===== src/rtl/inst_rom_loader_if.sv =====
// Signal bundle between the boot byte source, the program loader and the
// instruction memory write port.
interface inst_rom_loader_if #(
    parameter int WORD_ADDR_W = 10
);
    // Byte stream: a byte moves on a rising edge where in_valid && in_ready.
    // in_ready depends only on loader state, never on in_valid.
    logic                   start;
    logic                   in_valid;
    logic [7:0]             in_data;
    logic                   in_ready;
    logic                   mem_we;
    logic [WORD_ADDR_W-1:0] mem_addr;
    logic [15:0]            mem_wdata;
    logic                   busy;
    logic                   done;
    logic                   err;

    modport slave (
        input  start, in_valid, in_data,
        output in_ready, mem_we, mem_addr, mem_wdata, busy, done, err
    );

    modport master (
        output start, in_valid, in_data,
        input  in_ready, mem_we, mem_addr, mem_wdata, busy, done, err
    );
endinterface


===== src/rtl/inst_rom_loader.sv =====
// Receives a byte-serial program image (length, little-endian halfwords,
// XOR checksum) and writes it into instruction RAM while holding fetch off.
module inst_rom_loader #(
    parameter int WORD_ADDR_W = 10,
    parameter int LEN_W       = 16
) (
    input  logic                  clk,
    input  logic                  rst,
    inst_rom_loader_if.slave      bus,
    output logic [2:0]            fsm_state
);
    typedef enum logic [2:0] {
        S_IDLE   = 3'd0,
        S_LEN_LO = 3'd1,
        S_LEN_HI = 3'd2,
        S_DAT_LO = 3'd3,
        S_DAT_HI = 3'd4,
        S_CHK    = 3'd5,
        S_DONE   = 3'd6
    } state_t;

    localparam logic [LEN_W:0] CAPACITY = {{LEN_W{1'b0}}, 1'b1} << WORD_ADDR_W;

    state_t                 state, state_nxt;
    logic [LEN_W-1:0]       len_q;
    logic [7:0]             chk_q;
    logic [7:0]             lo_q;
    logic [WORD_ADDR_W:0]   cnt_q;
    logic                   mem_we_q;
    logic [WORD_ADDR_W-1:0] mem_addr_q;
    logic [15:0]            mem_wdata_q;
    logic                   err_q;

    logic                   receiving;
    logic                   accept;
    logic [LEN_W-1:0]       full_len;
    logic                   oversize;
    logic [WORD_ADDR_W:0]   cnt_inc;
    logic                   last_word;

    assign receiving = (state == S_LEN_LO) || (state == S_LEN_HI) ||
                       (state == S_DAT_LO) || (state == S_DAT_HI) ||
                       (state == S_CHK);
    assign accept    = bus.in_valid && receiving;
    // Length as it will be once the high byte currently on in_data is taken.
    assign full_len  = {bus.in_data, len_q[7:0]};
    assign oversize  = {1'b0, full_len} > CAPACITY;
    assign cnt_inc   = cnt_q + 1'b1;
    assign last_word = {{(LEN_W-WORD_ADDR_W-1){1'b0}}, cnt_inc} == len_q;

    always_ff @(posedge clk or negedge rst) begin
        if (!rst) state <= S_IDLE;
        else      state <= state_nxt;
    end

    always_comb begin
        state_nxt = state;
        case (state)
            S_IDLE:   if (bus.start) state_nxt = S_LEN_LO;
            S_LEN_LO: if (accept) state_nxt = S_LEN_HI;
            S_LEN_HI: begin
                if (accept) begin
                    if (full_len == '0 || oversize) state_nxt = S_DONE;
                    else                            state_nxt = S_DAT_LO;
                end
            end
            S_DAT_LO: if (accept) state_nxt = S_DAT_HI;
            S_DAT_HI: if (accept) state_nxt = last_word ? S_CHK : S_DAT_LO;
            S_CHK:    if (accept) state_nxt = S_DONE;
            S_DONE:   state_nxt = S_IDLE;
            default:  state_nxt = S_IDLE;
        endcase
    end

    always_ff @(posedge clk or negedge rst) begin
        if (!rst) begin
            len_q       <= '0;
            chk_q       <= '0;
            lo_q        <= '0;
            cnt_q       <= '0;
            mem_we_q    <= 1'b0;
            mem_addr_q  <= '0;
            mem_wdata_q <= '0;
            err_q       <= 1'b0;
        end else begin
            mem_we_q <= 1'b0;
            case (state)
                S_IDLE: begin
                    if (bus.start) begin
                        err_q <= 1'b0;
                        chk_q <= '0;
                        cnt_q <= '0;
                        len_q <= '0;
                    end
                end
                S_LEN_LO: if (accept) len_q[7:0] <= bus.in_data;
                S_LEN_HI: begin
                    if (accept) begin
                        len_q[15:8] <= bus.in_data;
                        if (oversize) err_q <= 1'b1;
                    end
                end
                S_DAT_LO: begin
                    if (accept) begin
                        lo_q  <= bus.in_data;
                        chk_q <= chk_q ^ bus.in_data;
                    end
                end
                // Write issues on the high-byte edge, so one write per two bytes.
                S_DAT_HI: begin
                    if (accept) begin
                        chk_q       <= chk_q ^ bus.in_data;
                        mem_we_q    <= 1'b1;
                        mem_addr_q  <= cnt_q[WORD_ADDR_W-1:0];
                        mem_wdata_q <= {bus.in_data, lo_q};
                        cnt_q       <= cnt_inc;
                    end
                end
                S_CHK: if (accept) err_q <= (bus.in_data != chk_q);
                default: ;
            endcase
        end
    end

    assign bus.in_ready  = receiving;
    assign bus.busy      = receiving;
    assign bus.done      = (state == S_DONE);
    assign bus.err       = err_q;
    assign bus.mem_we    = mem_we_q;
    assign bus.mem_addr  = mem_addr_q;
    assign bus.mem_wdata = mem_wdata_q;
    assign fsm_state     = state;
endmodule


===== src/flat_wrapper.sv =====
// flat-port wrapper written by rule: the top's interface ports become plain ports
module inst_rom_loader_flat 
#(
    parameter int WORD_ADDR_W = 10,
    parameter int LEN_W       = 16
)
  (clk, rst, fsm_state, bus_start, bus_in_valid, bus_in_data, bus_in_ready, bus_mem_we, bus_mem_addr, bus_mem_wdata, bus_busy, bus_done, bus_err);
  inst_rom_loader_if #(.WORD_ADDR_W(WORD_ADDR_W)) bus_i ();
  input  logic clk;
  input  logic rst;
  output logic [2:0] fsm_state;
  input wire logic [$bits(bus_i.start)-1:0] bus_start;
  input wire logic [$bits(bus_i.in_valid)-1:0] bus_in_valid;
  input wire logic [$bits(bus_i.in_data)-1:0] bus_in_data;
  output wire logic [$bits(bus_i.in_ready)-1:0] bus_in_ready;
  output wire logic [$bits(bus_i.mem_we)-1:0] bus_mem_we;
  output wire logic [$bits(bus_i.mem_addr)-1:0] bus_mem_addr;
  output wire logic [$bits(bus_i.mem_wdata)-1:0] bus_mem_wdata;
  output wire logic [$bits(bus_i.busy)-1:0] bus_busy;
  output wire logic [$bits(bus_i.done)-1:0] bus_done;
  output wire logic [$bits(bus_i.err)-1:0] bus_err;
  assign bus_i.start = bus_start;
  assign bus_i.in_valid = bus_in_valid;
  assign bus_i.in_data = bus_in_data;
  assign bus_in_ready = bus_i.in_ready;
  assign bus_mem_we = bus_i.mem_we;
  assign bus_mem_addr = bus_i.mem_addr;
  assign bus_mem_wdata = bus_i.mem_wdata;
  assign bus_busy = bus_i.busy;
  assign bus_done = bus_i.done;
  assign bus_err = bus_i.err;
  inst_rom_loader #(.WORD_ADDR_W(WORD_ADDR_W), .LEN_W(LEN_W)) u_core (.clk(clk), .rst(rst), .bus(bus_i), .fsm_state(fsm_state));
endmodule

===== config.mk =====
export PLATFORM = sky130hd
export DESIGN_NAME = inst_rom_loader_flat
export DESIGN_NICKNAME = d
export VERILOG_FILES = /design/src/rtl/inst_rom_loader_if.sv /design/src/rtl/inst_rom_loader.sv /design/src/flat_wrapper.sv
export SDC_FILE = /design/constraint.sdc
export NUM_CORES = 1
export LEC_CHECK = 0
export CORE_MARGIN = 8
export CORE_UTILIZATION = 58
export CTS_BUF_LIST = sky130_fd_sc_hd__clkbuf_4 sky130_fd_sc_hd__clkbuf_8
export CTS_CLUSTER_SIZE = 10
export DETAILED_ROUTE_END_ITERATION = 16
export PLACE_DENSITY = 0.88
export SETUP_SLACK_MARGIN = 0.3
export SLEW_MARGIN = 10
export SYNTH_ARGS = -nofsm -noshare
export SYNTH_HDL_FRONTEND = slang
export SYNTH_SLANG_ARGS = --single-unit

===== constraint.sdc =====
create_clock -name clk -period 2.8 [get_ports clk]
set_clock_uncertainty 0.2 [all_clocks]
set_input_delay 0.7 -clock clk [delete_from_list [all_inputs] [get_ports clk]]
set_output_delay 0.7 -clock clk [all_outputs]
set_load 0.005 [all_outputs]

After elaboration in Yosys (flattened, before gate mapping)
Cells that the tools add are included.
{"block": "totals", "register_bits": 74, "input_bits": 12, "output_inout_bits": 34, "wordCells": 77}
{"block": "classes", "n_addsub": 1, "order_cmp": 1, "n_eq_ne": 16, "muxes": 26, "bitwise": 1, "reduce_logical": 22}
{"cell": "8-bit one-hot mux with 2 select lines", "n": 3}
{"cell": "3-bit 2-to-1 mux", "n": 8}
{"cell": "8-bit 2-to-1 mux", "n": 3}
{"cell": "11-bit 2-to-1 mux", "n": 2}
{"cell": "11-bit one-hot mux with 2 select lines", "n": 1}
{"cell": "3-bit one-hot mux with 6 select lines", "n": 1}
{"cell": "11-bit by 16-bit equality test with 1-bit output", "n": 1}
{"cell": "16-bit by 11-bit > comparator with 1-bit output, second input constant", "n": 1}
{"cell": "16-bit zero test", "n": 1}
{"cell": "16-bit 2-to-1 mux", "n": 1}
{"cell": "2-bit by 1-bit != test with 1-bit output, second input constant", "n": 7}
{"cell": "3-bit AND reduction", "n": 4}
{"cell": "11-bit by 1-bit adder with 11-bit output, second input constant", "n": 1}
{"cell": "3-bit equality test, second input constant", "n": 3}
{"cell": "8-bit != test", "n": 1}
{"cell": "2-bit nonzero test", "n": 4}
{"cell": "8-bit bitwise XOR", "n": 1}
{"cell": "3-bit by 2-bit equality test with 1-bit output, second input constant", "n": 2}
{"cell": "1-bit 2-to-1 mux", "n": 6}
{"cell": "6-bit AND reduction", "n": 1}
{"cell": "1-bit logical OR", "n": 5}
{"cell": "5-bit AND reduction", "n": 1}
{"cell": "2-bit AND reduction", "n": 2}
{"cell": "3-bit by 1-bit equality test with 1-bit output, second input constant", "n": 1}
{"cell": "6 further kinds", "n": 6}

Longest topological paths before layout
{"block": "depth", "ltp_word": 8, "depth_mapped": 8, "mapped_depth_nobuf": 7}

Worst setup path before layout
No wires, ideal clock.
{"block": "synth_timing", "kind": "reg-to-output", "start": "reg u_core.state[1], in the netlist u_core.fsm_state[1]", "end": "out bus_in_ready", "arrival_ns": 1.355, "path_slack_ns": 0.545, "stages_incl_launch_ff": 6, "path_cell_list": "dfrtp_1 clkbuf_8 clkbuf_1 clkbuf_1 a21oi_1 buf_4"}
{"block": "synth_via", "elab_chain_len": 5}
{"item": "start, declared", "line": "inst_rom_loader.sv:24", "source": "state_t state, state_nxt;"}
{"item": "start signal, assigned", "line": "inst_rom_loader.sv:53", "source": "else state <= state_nxt;"}
{"item": "3-bit by 1-bit equality test with 1-bit output or 3-bit by 2-bit equality test with 1-bit output (tied branches)", "line": "inst_rom_loader.sv:41", "source": "assign receiving = (state == S_LEN_LO) || (state == S_LEN_HI) ||"}
{"item": "1-bit logical OR (2 in series)", "line": "inst_rom_loader.sv:41"}
{"item": "1-bit logical OR", "line": "inst_rom_loader.sv:42", "source": "(state == S_DAT_LO) || (state == S_DAT_HI) ||"}
{"item": "1-bit logical OR *", "line": "inst_rom_loader.sv:42"}
{"item": "end, declared", "line": "flat_wrapper.sv:15", "source": "output wire logic [$bits(bus_i.in_ready)-1:0] bus_in_ready;"}
Every way passes the cells marked *; elsewhere a longest branch is shown, timed or not.

Final worst setup path
{"block": "layout_timing", "start": "reg u_core.state[2], in the netlist u_core.fsm_state[2]", "end": "out fsm_state[2]"}
{"item": "end, declared", "line": "flat_wrapper.sv:11", "source": "output logic [2:0] fsm_state;"}
No word-level cell between the ends.

==> impl_metrics.yaml <==
synthesis:
  most_common_cell_in_the_netlist: "sky130_fd_sc_hd__nand2_1"
  netlist_area_mm2: 0.00379
  synth-warning-count: 0
  count_of_flip_flops_with_a_built_in_enable_after_synthesis: 0
  synth.yosys.seq_area_share: 0.488
  synth_largest_area_cell: "sky130_fd_sc_hd__dfrtp_1"
  synth_async_sr_flop_share: 1.00
  synth.ff_latch_count: 74
  yosys.area.top_type_share: 0.488
  syn-mean-instance-area_um2: 9.10
  synth.distinct_cells: 57
  post_synthesis_instance_total: 417
  main_area_contributors_after_synthesis: "sky130_fd_sc_hd__dfrtp_1 (49%), sky130_fd_sc_hd__nand2_1 (9.7%), sky130_fd_sc_hd__o21ai_0 (5.0%)"
  synth_flop_cell: "sky130_fd_sc_hd__dfrtp_1"
  syn_nets: 430
  synth_commonest_cells: "sky130_fd_sc_hd__nand2_1 (98), sky130_fd_sc_hd__dfrtp_1 (74), sky130_fd_sc_hd__o21ai_0 (38)"
die:
  pin_count: 46
  dieArea_mm2: 0.00939
  die_height_um: 96.9
  core_mm2: 0.00635
  chipWidth_um: 96.9
  fp-row-count: 29
  start_util: 0.598
critical_path:
  startpoint_of_the_most_critical_register_to_register_path: "u_core.cnt_q[0]"
  worstSetupStartpointType: "register"
  reg2reg_slack_ps: 500
  critical_path.endpoint_type: "output port"
  rr_worst_depth: 7
  worst-endpoint-arrival_ps: 1540
  cp.required_ps: 1900
  critical_path.startpoint: "u_core.fsm_state[2]"
  critical_path_peak_fanout: 15
  worstReg2RegEnd: "u_core.fsm_state[2]"
  timing.setup.critical_path_class: "reg2out"
detailed_routing:
  drt-wirelength-per-cell_um: 18.2
  first_iter_violations: 192
  drt_wl_total_um: 9920
  detailroute.via_count: 3262
  detail_route.drc_violations: 0
  drt_pre_antenna_iters: 5
  routed_via_density: 5.99
  final_ant_viol_nets: 0
timing:
  period_utilization: 0.871
  timing.final.setup_violations: 0
  worst_hold_margin_ps: 38.7
  max_slew.worst_pin.slew_ps: 606
  sum_of_negative_setup_slack_ps: 0
  post-route-worst-setup-slack_ps: 362
  slew_headroom: 0.594
  grt_setup_unrepaired: "no"
  maxSlewViolCount: 0
  final_count_of_hold_timing_violations: 0
  max_freq_mhz: 410
  finalCriticalPeriod_ps: 2440
min_path:
  worst_hold_path_type: "in2async"
job:
  cap_viol_max_count: 0
placed_design:
  weighted_congestion_at_the_end_of_routability_driven_global_placement: 0.886
  placedCellCount: 528
  buffer_ports.inserted: 45
  place_hpwl_um: 6860
  detailed_place.area_mm2: 0.00431
  worst_setup_timing_slack_at_the_placement_stage_ps: 256
clocking:
  htree_levels: 3
  tritoncts: "yes"
  ctsLongestPathBuffers: 2
  numCtsBuffers: 9
  master_cell_of_the_clock_root_buffer: "sky130_fd_sc_hd__clkbuf_8"
  postCtsHoldBufs: 0
  clk-insertion-delay-late_ps: 360
  tritoncts_num_sinks: 74
  clkSlewWorstSetupHoldPaths_ps: 80
power_and_ir_drop:
  cellLeakagePower_nw: 2.05
  irDropWorstVdd_mv: 0.733
  power_density_mw_per_mm2: 961
  fin_total_pwr_mw: 4.35
global_routing:
  grt_pass1_vias: 3305
  grt_pass1_wl_um: 16800
  groute.usage.overall: 0.219
  grt_overflow: 0
  grt_start_max_net_pins: 36
  grt_antenna_before_repair: 0
final_layout:
  fin_util: 0.713
  finish.instance_area_mm2: 0.00453
  post_route_non_filler_standard_cell_count: 545
  num_antenna_cells: 0
  final_layout_size_suffix_gt1_frac: 0.152
  area_growth_pct: 19.4
  finalNetCount: 476
run_status:
  run_status: "complete, no violations"
## where the power goes
group / total [mW] / switching [mW] / internal [mW] / leakage [nW]
sequential: 1.71 / 0.285 / 1.43 / 0.974
clock: 0.857 / 0.432 / 0.425 / 0.100
combinational: 1.78 / 0.920 / 0.861 / 0.972
## state kept, by name, indices dropped and copies added, names as in the netlist
name and flops:
u_core.bus.mem_addr 10, u_core.bus.mem_wdata 16, u_core.lo_q 8, u_core.cnt_q 11, u_core.fsm_state 3, u_core.bus.err 1, u_core.len_q 16, u_core.bus.mem_we 1
u_core.chk_q 8
## area by class of cell
class	instances	area [um2]
Multi-Input combinational cell	289	1660
Tap cell	77	96.3
Timing Repair Buffer	69	651
Sequential cell	74	1850
Clock inverter	6	65.1
Fill cell	458	1820
Clock buffer	10	131
Inverter	20	75.1
## cell usage in the layout, fill, tap and decap left out, types with 7 or more instances in the layout
master	n
sky130_fd_sc_hd__a21oi_1	7
sky130_fd_sc_hd__buf_4	22
sky130_fd_sc_hd__clkbuf_8	9
sky130_fd_sc_hd__clkdlybuf4s50_1	42
sky130_fd_sc_hd__dfrtp_1	72
sky130_fd_sc_hd__inv_1	17
sky130_fd_sc_hd__mux2_2	8
sky130_fd_sc_hd__nand2_1	98
sky130_fd_sc_hd__nand3_1	11
sky130_fd_sc_hd__nand4_1	10
sky130_fd_sc_hd__nor2_1	19
sky130_fd_sc_hd__o21ai_0	38
sky130_fd_sc_hd__o21ai_1	12
sky130_fd_sc_hd__xnor2_1	12
sky130_fd_sc_hd__xor2_1	14
## what timing repair did
| item | CTS | global route |
|---|---|---|
| endpoints found under the setup margin | 2 | 5 |
| setup buffers | 0 | 1 |
| cloned | 0 | 0 |
| resized for setup | 2 | 6 |
## layer usage
metal,global-route usage,wire (um),up-vias
li1,-,-,1484
met1,0.262,3830,1575
met2,0.356,5040,167
met3,0.0505,690,36
met4,0.117,367,0
met5,0,0,-
## worst max-delay path by stage
stage | slack (ps) | end | depth (start not counted)
global route | 290 | bus_done | 3
floorplan | 550 | bus_in_ready | 5
detailed placement | 260 | u_core.fsm_state[0] | 7
CTS | 290 | bus_done | 3
global placement | 290 | u_core.fsm_state[0] | 7
finish | 360 | fsm_state[2] | 2
## logic make-up (layout without fill, tap and decap cells)
family / count (synthesis) / in the layout / share of synthesized area
compound gates: 78 / 78 / 0.119
simple gates: 173 / 173 / 0.222
flops: 74 / 74 / 0.488
mux: 11 / 11 / 0.0317
fa+ha+maj: 1 / 1 / 0.00330
xor+xnor: 26 / 26 / 0.0600
buf+inv: 54 / 105 / 0.0758
## worst max-delay path, stage by stage, from the launching register on
cell	delay, ps
sky130_fd_sc_hd__dfrtp_1	410
sky130_fd_sc_hd__buf_4	240
sky130_fd_sc_hd__clkdlybuf4s50_1	530
No activity file was read; power rests on OpenSTA's default activity.
